## src/rtl/instr_encoder_pkg.sv

```systemverilog
// Shared definitions for the RV32I instruction encoder: opcodes, field formats, FSM states.
// Latency: n/a (constants, types and one pure helper function).
// Backpressure: n/a.
package instr_encoder_pkg;

    // Major opcodes, identical to the values the decode stage matches on
    localparam logic [6:0] OP_R      = 7'b0110011;
    localparam logic [6:0] OP_IMM    = 7'b0010011;
    localparam logic [6:0] OP_LOAD   = 7'b0000011;
    localparam logic [6:0] OP_STORE  = 7'b0100011;
    localparam logic [6:0] OP_BRANCH = 7'b1100011;
    localparam logic [6:0] OP_JAL    = 7'b1101111;
    localparam logic [6:0] OP_JALR   = 7'b1100111;

    // Field-bundle format selector
    typedef enum logic [2:0] {
        FMT_R      = 3'd0,
        FMT_I      = 3'd1,
        FMT_LOAD   = 3'd2,
        FMT_STORE  = 3'd3,
        FMT_BRANCH = 3'd4,
        FMT_JAL    = 3'd5,
        FMT_JALR   = 3'd6,
        FMT_ILL    = 3'd7
    } fmt_e;

    // Program-level sequencing states
    typedef enum logic [1:0] {
        ST_IDLE  = 2'd0,
        ST_RUN   = 2'd1,
        ST_DRAIN = 2'd2,
        ST_DONE  = 2'd3
    } state_e;

    // True when imm[31:msb] are all equal, i.e. the value fits a (msb+1)-bit signed field
    function automatic logic sext_ok(input logic [31:0] imm, input int msb);
        logic [31:0] mask;
        mask = 32'hFFFF_FFFF << msb;
        return ((imm & mask) == mask) || ((imm & mask) == 32'h0);
    endfunction

endpackage

```

## src/rtl/instr_encoder_pack.sv

```systemverilog
// instr_pack: combinational field-to-word packer for the RV32I formats; also flags unwritable bundles.
// Latency: purely combinational, zero cycles.
// Backpressure: none; the caller decides when the result is consumed.
// Build option: ENC_RANGE_CHECK_EN enables immediate range checking in o_range_ok.
module instr_pack
    import instr_encoder_pkg::*;
(
    input  logic [2:0]  i_fmt,
    input  logic [2:0]  i_funct3,
    input  logic        i_funct7_5,
    input  logic [4:0]  i_rd,
    input  logic [4:0]  i_rs1,
    input  logic [4:0]  i_rs2,
    input  logic [31:0] i_imm,
    output logic [31:0] o_word,
    output logic        o_range_ok
);

    logic        w_shift;
    logic [11:0] w_imm_i;

    // funct3 001/101 on OP-IMM are shifts: shamt in [4:0], funct7 bit 5 selects arithmetic
    assign w_shift = (i_funct3 == 3'b001) || (i_funct3 == 3'b101);
    assign w_imm_i = w_shift ? {1'b0, i_funct7_5, 5'b0, i_imm[4:0]} : i_imm[11:0];

    // Place each field in its slot; fields a format does not carry are forced to zero
    always_comb begin
        o_word = 32'h0;
        case (fmt_e'(i_fmt))
            FMT_R:      o_word = {1'b0, i_funct7_5, 5'b0, i_rs2, i_rs1, i_funct3, i_rd, OP_R};
            FMT_I:      o_word = {w_imm_i, i_rs1, i_funct3, i_rd, OP_IMM};
            FMT_LOAD:   o_word = {i_imm[11:0], i_rs1, i_funct3, i_rd, OP_LOAD};
            FMT_STORE:  o_word = {i_imm[11:5], i_rs2, i_rs1, i_funct3, i_imm[4:0], OP_STORE};
            FMT_BRANCH: o_word = {i_imm[12], i_imm[10:5], i_rs2, i_rs1, i_funct3,
                                  i_imm[4:1], i_imm[11], OP_BRANCH};
            FMT_JAL:    o_word = {i_imm[20], i_imm[10:1], i_imm[11], i_imm[19:12], i_rd, OP_JAL};
            FMT_JALR:   o_word = {i_imm[11:0], i_rs1, 3'b000, i_rd, OP_JALR};
            default:    o_word = 32'h0;
        endcase
    end

`ifdef ENC_RANGE_CHECK_EN
    // Reject illegal formats and immediates that would be truncated or misaligned
    always_comb begin
        o_range_ok = 1'b1;
        case (fmt_e'(i_fmt))
            FMT_I:                        o_range_ok = w_shift ? (i_imm[31:5] == 27'd0)
                                                               : sext_ok(i_imm, 11);
            FMT_LOAD, FMT_STORE, FMT_JALR: o_range_ok = sext_ok(i_imm, 11);
            FMT_BRANCH:                   o_range_ok = sext_ok(i_imm, 12) && !i_imm[0];
            FMT_JAL:                      o_range_ok = sext_ok(i_imm, 20) && !i_imm[0];
            FMT_ILL:                      o_range_ok = 1'b0;
            default:                      o_range_ok = 1'b1;
        endcase
    end
`else
    logic w_unused_imm;

    // Without range checking the immediate is silently truncated; only format 7 is refused
    always_comb begin
        o_range_ok = (fmt_e'(i_fmt) != FMT_ILL);
    end

    // Upper immediate bits have no destination field when nothing is range checked
    assign w_unused_imm = ^i_imm[31:21];
`endif

endmodule

```

## src/rtl/instr_encoder.sv

```systemverilog
// instr_encoder: packs decoded RV32I fields into words and writes them sequentially into IMEM.
// Latency: bundle accepted on edge t drives OUT_* from t+1; sustains one word per cycle.
// Backpressure: IN_READY low while a word is held with OUT_READY low; OUT_* hold stable meanwhile.
// Build option: define ENC_RANGE_CHECK_EN to reject immediates that do not fit their field.
module instr_encoder
    import instr_encoder_pkg::*;
#(
    parameter int                ADDR_W    = 12,
    parameter logic [ADDR_W-1:0] BASE_ADDR = '0
) (
    input  logic              i_clk,
    input  logic              i_rst_n,
    input  logic              i_start,
    input  logic              i_in_valid,
    output logic              o_in_ready,
    input  logic              i_in_last,
    input  logic [2:0]        i_in_fmt,
    input  logic [2:0]        i_in_funct3,
    input  logic              i_in_funct7_5,
    input  logic [4:0]        i_in_rd,
    input  logic [4:0]        i_in_rs1,
    input  logic [4:0]        i_in_rs2,
    input  logic [31:0]       i_in_imm,
    output logic              o_out_valid,
    input  logic              i_out_ready,
    output logic [ADDR_W-1:0] o_out_addr,
    output logic [31:0]       o_out_data,
    output logic              o_err,
    output logic              o_done,
    output logic [ADDR_W-2:0] o_instr_cnt
);

    // Low two bits dropped so every generated address stays word aligned
    localparam logic [ADDR_W-1:0] L_BASE = BASE_ADDR & ~ADDR_W'(3);

    state_e            r_state;
    state_e            w_next_state;
    logic              r_out_valid;
    logic [31:0]       r_out_data;
    logic [ADDR_W-1:0] r_out_addr;
    logic [ADDR_W-1:0] r_addr;        // address the next written word will take
    logic [ADDR_W-2:0] r_cnt;
    logic              r_err;

    logic [31:0]       w_word;
    logic              w_range_ok;
    logic              w_accept;
    logic              w_hs;
    logic              w_start;

    instr_pack u_pack (
        .i_fmt      (i_in_fmt),
        .i_funct3   (i_in_funct3),
        .i_funct7_5 (i_in_funct7_5),
        .i_rd       (i_in_rd),
        .i_rs1      (i_in_rs1),
        .i_rs2      (i_in_rs2),
        .i_imm      (i_in_imm),
        .o_word     (w_word),
        .o_range_ok (w_range_ok)
    );

    assign w_accept = i_in_valid && o_in_ready;
    assign w_hs     = r_out_valid && i_out_ready;
    assign w_start  = (r_state == ST_IDLE) && i_start;

    // State register
    always_ff @(posedge i_clk or negedge i_rst_n) begin
        if (!i_rst_n) begin
            r_state <= ST_IDLE;
        end else begin
            r_state <= w_next_state;
        end
    end

    // Next state: the last bundle (written or rejected) starts the drain
    always_comb begin
        w_next_state = r_state;
        case (r_state)
            ST_IDLE:  if (i_start)                      w_next_state = ST_RUN;
            ST_RUN:   if (w_accept && i_in_last)        w_next_state = ST_DRAIN;
            ST_DRAIN: if (!r_out_valid || i_out_ready)  w_next_state = ST_DONE;
            ST_DONE:                                    w_next_state = ST_IDLE;
            default:                                    w_next_state = ST_IDLE;
        endcase
    end

    // State-decoded outputs; a new bundle fits whenever the output slot is empty or emptying
    always_comb begin
        o_in_ready = 1'b0;
        o_done     = 1'b0;
        case (r_state)
            ST_RUN:  o_in_ready = !r_out_valid || i_out_ready;
            ST_DONE: o_done     = 1'b1;
            default: ;
        endcase
    end

    // Output slot: load on a written bundle, clear once the IMEM handshake completes
    always_ff @(posedge i_clk or negedge i_rst_n) begin
        if (!i_rst_n) begin
            r_out_valid <= 1'b0;
            r_out_data  <= 32'h0;
            r_out_addr  <= '0;
        end else if (w_accept && w_range_ok) begin
            r_out_valid <= 1'b1;
            r_out_data  <= w_word;
            r_out_addr  <= r_addr;
        end else if (w_hs) begin
            r_out_valid <= 1'b0;
        end
    end

    // Address, word count and sticky error; START re-arms them for a new program
    always_ff @(posedge i_clk or negedge i_rst_n) begin
        if (!i_rst_n) begin
            r_addr <= L_BASE;
            r_cnt  <= '0;
            r_err  <= 1'b0;
        end else if (w_start) begin
            r_addr <= L_BASE;
            r_cnt  <= '0;
            r_err  <= 1'b0;
        end else begin
            if (w_hs) begin
                r_cnt <= r_cnt + (ADDR_W-1)'(1);
            end
            if (w_accept && w_range_ok) begin
                r_addr <= r_addr + ADDR_W'(4);
            end
            if (w_accept && !w_range_ok) begin
                r_err <= 1'b1;
            end
        end
    end

    assign o_out_valid = r_out_valid;
    assign o_out_data  = r_out_data;
    assign o_out_addr  = r_out_addr;
    assign o_err       = r_err;
    assign o_instr_cnt = r_cnt;

endmodule

```

## config.mk

```make
export PLATFORM = sky130hd
export DESIGN_NAME = instr_encoder
export DESIGN_NICKNAME = d
export VERILOG_FILES = /design/src/rtl/instr_encoder_pkg.sv /design/src/rtl/instr_encoder_pack.sv /design/src/rtl/instr_encoder.sv
export SDC_FILE = /design/constraint.sdc
export NUM_CORES = 1
export LEC_CHECK = 0
export ABC_AREA = 1
export BUFFER_PORTS_ARGS = -buffer_cell sky130_fd_sc_hd__buf_2
export CORE_UTILIZATION = 45
export DETAILED_ROUTE_END_ITERATION = 16
export PLACE_DENSITY = 0.77
export SYNTH_ARGS = -nofsm -noshare
export SYNTH_HDL_FRONTEND = slang
export SYNTH_SLANG_ARGS = --single-unit
```

## constraint.sdc

```tcl
create_clock -name i_clk -period 1.4 [get_ports i_clk]
set_input_delay 0.14 -clock i_clk [delete_from_list [all_inputs] [get_ports i_clk]]
set_output_delay 0.14 -clock i_clk [all_outputs]
set_load 0.02 [all_outputs]
```

== Yosys cells after proc, flatten, opt, wreduce, memory -nomap -nowiden ==
Index checks and enable logic that the tools add are counted.
Word-level totals
  flip-flop bits (word level): 71
  bits of input ports: 60
Operators by class
  add/subtract/negate cells: 2
  equality and inequality tests: 15
  muxes and demuxes: 16
  reductions and logical operators: 17
Operator list (count)
  $pmux W32 S7: 1
  $mux W12: 3
  $mux W11: 2
  $add A12 B3 Y12 const B: 1
  $eq A3 B3 Y1 const B: 4
  $add A11 B1 Y11 const B: 1
  $pmux W2 S4: 1
  $reduce_bool A2 Y1: 4
  $eq A3 B1 Y1 const B: 2
  $eq A3 B2 Y1 const B: 2
  $logic_and A1 B1 Y1: 6
  $mux W1: 6
  $mux W2: 3
  $ne A2 B2 Y1 const B: 3
  $eq A2 B2 Y1 const B: 2
  $logic_not A3 Y1: 1
  $ne A3 B3 Y1 const B: 1
  $reduce_and A3 Y1: 1
  $eq A2 B1 Y1 const B: 1
  $logic_not A1 Y1: 2
  $logic_not A2 Y1: 1
  $logic_or A1 B1 Y1: 2

== Depth between registers and ports, before layout ==
  depth after elaboration: 7
  mapped depth: 9

== By module ==
A second synthesis with hierarchy kept.
Unflattened totals
  cell total of the unflattened synthesis: 472
  area total of the unflattened synthesis: 3479.6 µm²
By module, submodules not included
  instr_encoder: times used 1, cells each 362, area each 2997.9 µm², seq. area each 1676.6 µm²
  instr_pack: times used 1, cells each 110, area each 481.7 µm², seq. area each 0.0 µm²

== Least setup slack after synthesis ==
OpenSTA, ideal clock, no wires.
  path type: register to register
  start point: reg r_state[1]
  end point: reg r_out_data[25] (netlist: o_out_data[25])
  library setup time: 0.117 ns
  arrival time: 1.335 ns
  path slack: -0.053 ns
  stages on the path, launching flop included: 10
  period minus slack after synthesis: 1.453 ns
  cells stage by stage: dfrtp_1 -> inv_1 -> ha_1 -> nand3_4 -> nor2_8 -> inv_4 -> buf_8 -> buf_8 -> nand2_1 -> nand2_1
On the way
  longest elaborated chain between the ends: 4
RTL lines
  start, declared: line instr_encoder.sv:36  | state_e r_state;
  start signal, assigned: line instr_encoder.sv:72  | r_state <= w_next_state;
  $eq A2 B1 Y1: line instr_encoder.sv:92  | case (r_state)
  $mux W1: line instr_encoder.sv:92
  $logic_and A1 B1 Y1: line instr_encoder.sv:63  | assign w_accept = i_in_valid && o_in_ready;
  $logic_and A1 B1 Y1: line instr_encoder.sv:105  | end else if (w_accept && w_range_ok) begin
  end signal, assigned: line instr_encoder.sv:107  | r_out_data <= w_word;
  end, declared: line instr_encoder.sv:39  | logic [31:0] r_out_data;
No other way between the ends.
A chain may end at the register's enable or synchronous reset.

== Worst setup path in the final report ==
  start point: reg r_state[1]
  end point: reg r_addr[5]
On the way
  longest elaborated chain between the ends: 5
RTL lines
  $eq A2 B1 Y1: line instr_encoder.sv:92
  $mux W1: line instr_encoder.sv:92
  $logic_and A1 B1 Y1: line instr_encoder.sv:63
  $logic_and A1 B1 Y1: line instr_encoder.sv:128  | if (w_accept && w_range_ok) begin
  $reduce_bool A2 Y1 (no source line)
  end signal, assigned: line instr_encoder.sv:129  | r_addr <= r_addr + ADDR_W'(4);
  end, declared: line instr_encoder.sv:41  | logic [ADDR_W-1:0] r_addr;
Several ways; a longest one is shown, not always the timed one.

==> flow_summary.json <==
{
  "status": "finished with violations",
  "violations": "setup timing",
  "reg2reg_from": "r_state[1]",
  "hold_viol": 0,
  "finalWirelength_um": 8750,
  "crit_family": "simple AND/OR/NAND/NOR gates",
  "min-delay-start": "i_in_funct3[2]",
  "cts_made_buffers": 9,
  "cts.path.max_buffers": 2,
  "cp_data_required_time_ns": 1.66,
  "antenna_found_initial": 0,
  "antenna_cells": 0,
  "drive_above_1_share_pct": 33.7,
  "via_count": 3321,
  "synth_edf_count": 0,
  "tns_ns": -0.320,
  "grt_pass1_wl_um": 12700,
  "synth_area_leaders": "dfrtp_1 48%, nand2_1 15%, nand3_1 8.2%",
  "num_rows": 31,
  "chipWidth_um": 89.2,
  "netlist_area_um2": 3420,
  "die_y_um": 89.2,
  "hpwl_um": 5870,
  "yosysTopAreaCell": "dfrtp_1",
  "rsz0062_at_grt": "yes",
  "core_area_um2": 7290,
  "grt_pass1_vias": 2950,
  "ys_seq_area_share_pct": 48.3,
  "synth_top_area_share_pct": 48.3,
  "ys.warnings.count": 0,
  "grt_usage_pct": 20.5,
  "slew_viol_final": 0,
  "fin_crit_sh_pct": 103,
  "power_frac_seq_pct": 35.1,
  "clk_root_buffer_cell": "clkbuf_8",
  "num_io_pins": 119,
  "ant_nets": 0,
  "dieArea_um2": 7960,
  "start_util_pct": 46.9,
  "viasPerCell": 4.94,
  "h-tree-depth": 3,
  "ys.flop_type": "dfrtp_1",
  "syn_to_final_growth_pct": 36.9,
  "cts_num_sinks": 66,
  "synthTopCellsByCount": "138 x nand2_1, 66 x dfrtp_1, 56 x nand3_1, 50 x inv_1, 38 x nor2_1",
  "dr.first_iter.drc_count": 115,
  "grt_max_degree": 67,
  "worstSetupEndpointType": "flip-flop",
  "post_drt_wl_per_cell_um": 13.0,
  "crit_type": "flip-flop to flip-flop",
  "cp.arrival_ns": 1.70,
  "clkPwrFrac_pct": 19.0,
  "drt_first_pass_iters": 4,
  "setup.worst_path.start_class": "flip-flop",
  "max_freq_ghz": 0.695,
  "ys_ff_latch": 66,
  "powerDensity_nw_per_um2": 1780,
  "combPwrFrac_pct": 45.9,
  "p_sw_mw": 3.40,
  "finalSetupViolCount": 16,
  "cpPeakStageDelay_ns": 0.39,
  "intPower_mw": 4.96,
  "postSynthAreaPerCell_um2": 7.72,
  "leakage_nw": 2.51,
  "crit_slowest_cell": "dfrtp_1",
  "critPathLaunch": "r_state[1]",
  "peakVddDrop_v": 0.000974,
  "crit_chain": "inv_2, ha_4, nand3_4, nor2_8, buf_4, clkbuf_16, a21oi_1, nor2_1",
  "fin_skew_ns": 0.0120,
  "yosysUniqueCellTypes": 30,
  "layout.nets": 637,
  "cp_max_fo": 8,
  "insertion_delay_ns": 0.34,
  "maxCapViolations": 0,
  "worst-path-buf-inv": 3,
  "synth_cells": 443,
  "io_buffers": 105,
  "cts_tree": "built",
  "synthArstFlopShare_pct": 100,
  "timing.final.ws_setup_ns": -0.0388,
  "post-route-min-period_ns": 1.44,
  "dpl_worst_slack_ns": -0.0985,
  "power_mw": 8.36,
  "routabilityCongestion": 0.817,
  "hp-class": "input port to flip-flop",
  "switching_share_pct": 40.7,
  "synth_most_common_cell": "nand2_1",
  "grt_overflow": 0,
  "clkTransAtPathRegs_ns": 0.07,
  "drc": 0
}
## stage by stage
stage	utilization (%)	cell area [um^2]	std cells	hold WS, ns
after detailed placement	57.1	4160	650	0.187
after floorplan	-	3440	444	-0.156
after global placement	57.1	4160	650	0.187
after global routing	64.2	4680	672	0.0467
final	64.2	4680	672	0.0326
after CTS	60.4	4410	666	0.0262
## layer usage
metal	vias to the layer above	share of wire, %	GRT usage [%]
met1	1559	45	26.3
met5	-	0	0
li1	1666	-	-
met4	0	1.8	9.38
met2	84	49	33.9
met3	12	4.4	3.42
## worst min-delay path, cell delays in order
cell,delay [ns]
buf_2,0.08
nand2_1,0.04
nand3_1,0.07
## power groups by stage
stage	Clock [mW]	Sequential (mW)	Combinational [mW]
floorplan	0	3.63	1.38
global placement	0	2.89	3.28
detailed placement	0	2.92	3.35
CTS	1.61	2.89	3.44
global route	1.71	3.02	4.23
finish	1.59	2.94	3.83
## placed cells by master, fill, tap and decap left out, drive strengths merged
cell           n
a31oi          1
clkinv         2
conb           2
nand3         57
nor2          40
ha             7
dlygate4sd3    1
clkbuf        13
nand2        143
buf          128
o21bai         1
nand3b         1
or2            2
dfrtp         66
nand4         13
a21oi         11
nor3           3
and3           1
o21ai         27
inv           52
bufinv         1
a211oi         1
## logic make-up (layout without fill, tap and decap cells)
family / count (synthesis) / after routing / synth area share [%]
compound gates: 41 / 41 / 6.18
fa+ha+maj: 7 / 7 / 2.56
buf+inv: 68 / 197 / 9.07
flops: 66 / 66 / 48.3
other cells: 1 / 2 / 0.110
simple gates: 260 / 260 / 33.8
## layout make-up
| class | count | area, um^2 |
|---|---|---|
| Fill cell | 657 | 2610 |
| Sequential cell | 66 | 1650 |
| Multi-Input combinational cell | 310 | 1630 |
| Timing Repair Buffer | 131 | 873 |
| Inverter | 52 | 211 |
| Clock buffer | 11 | 151 |
| Tap cell | 99 | 124 |
| Clock inverter | 3 | 40.0 |
## registers in the layout, indices dropped and copies added (netlist names)
| register | flops |
|---|---|
| o_out_valid | 1 |
| o_err | 1 |
| o_instr_cnt | 11 |
| o_out_addr | 10 |
| o_out_data | 31 |
| r_state | 2 |
| r_addr | 10 |
## repair_timing
item                                    CTS  global route
endpoints found under the setup margin   27            46
gates resized for setup                   8            57
hold buffers                              1             0
gates cloned                              0             2
endpoints found under the hold margin    66             0
pin swaps                                 2             8
setup buffers                             1             5
## worst paths after layout
path | endpoint | cells after the start | slack (ns)
max | r_addr[5] | 8 | -0.04
min | o_out_data[14] | 3 | 0.03
max reg2reg | r_addr[5] | 8 | -0.04
min reg2reg | o_out_addr[4] | 2 | 0.47
max in group asynchronous | r_state[0] | 3 | 0.73
min in group asynchronous | r_addr[2] | 3 | 0.36
Note: power is estimated with default switching activity, not from simulation.
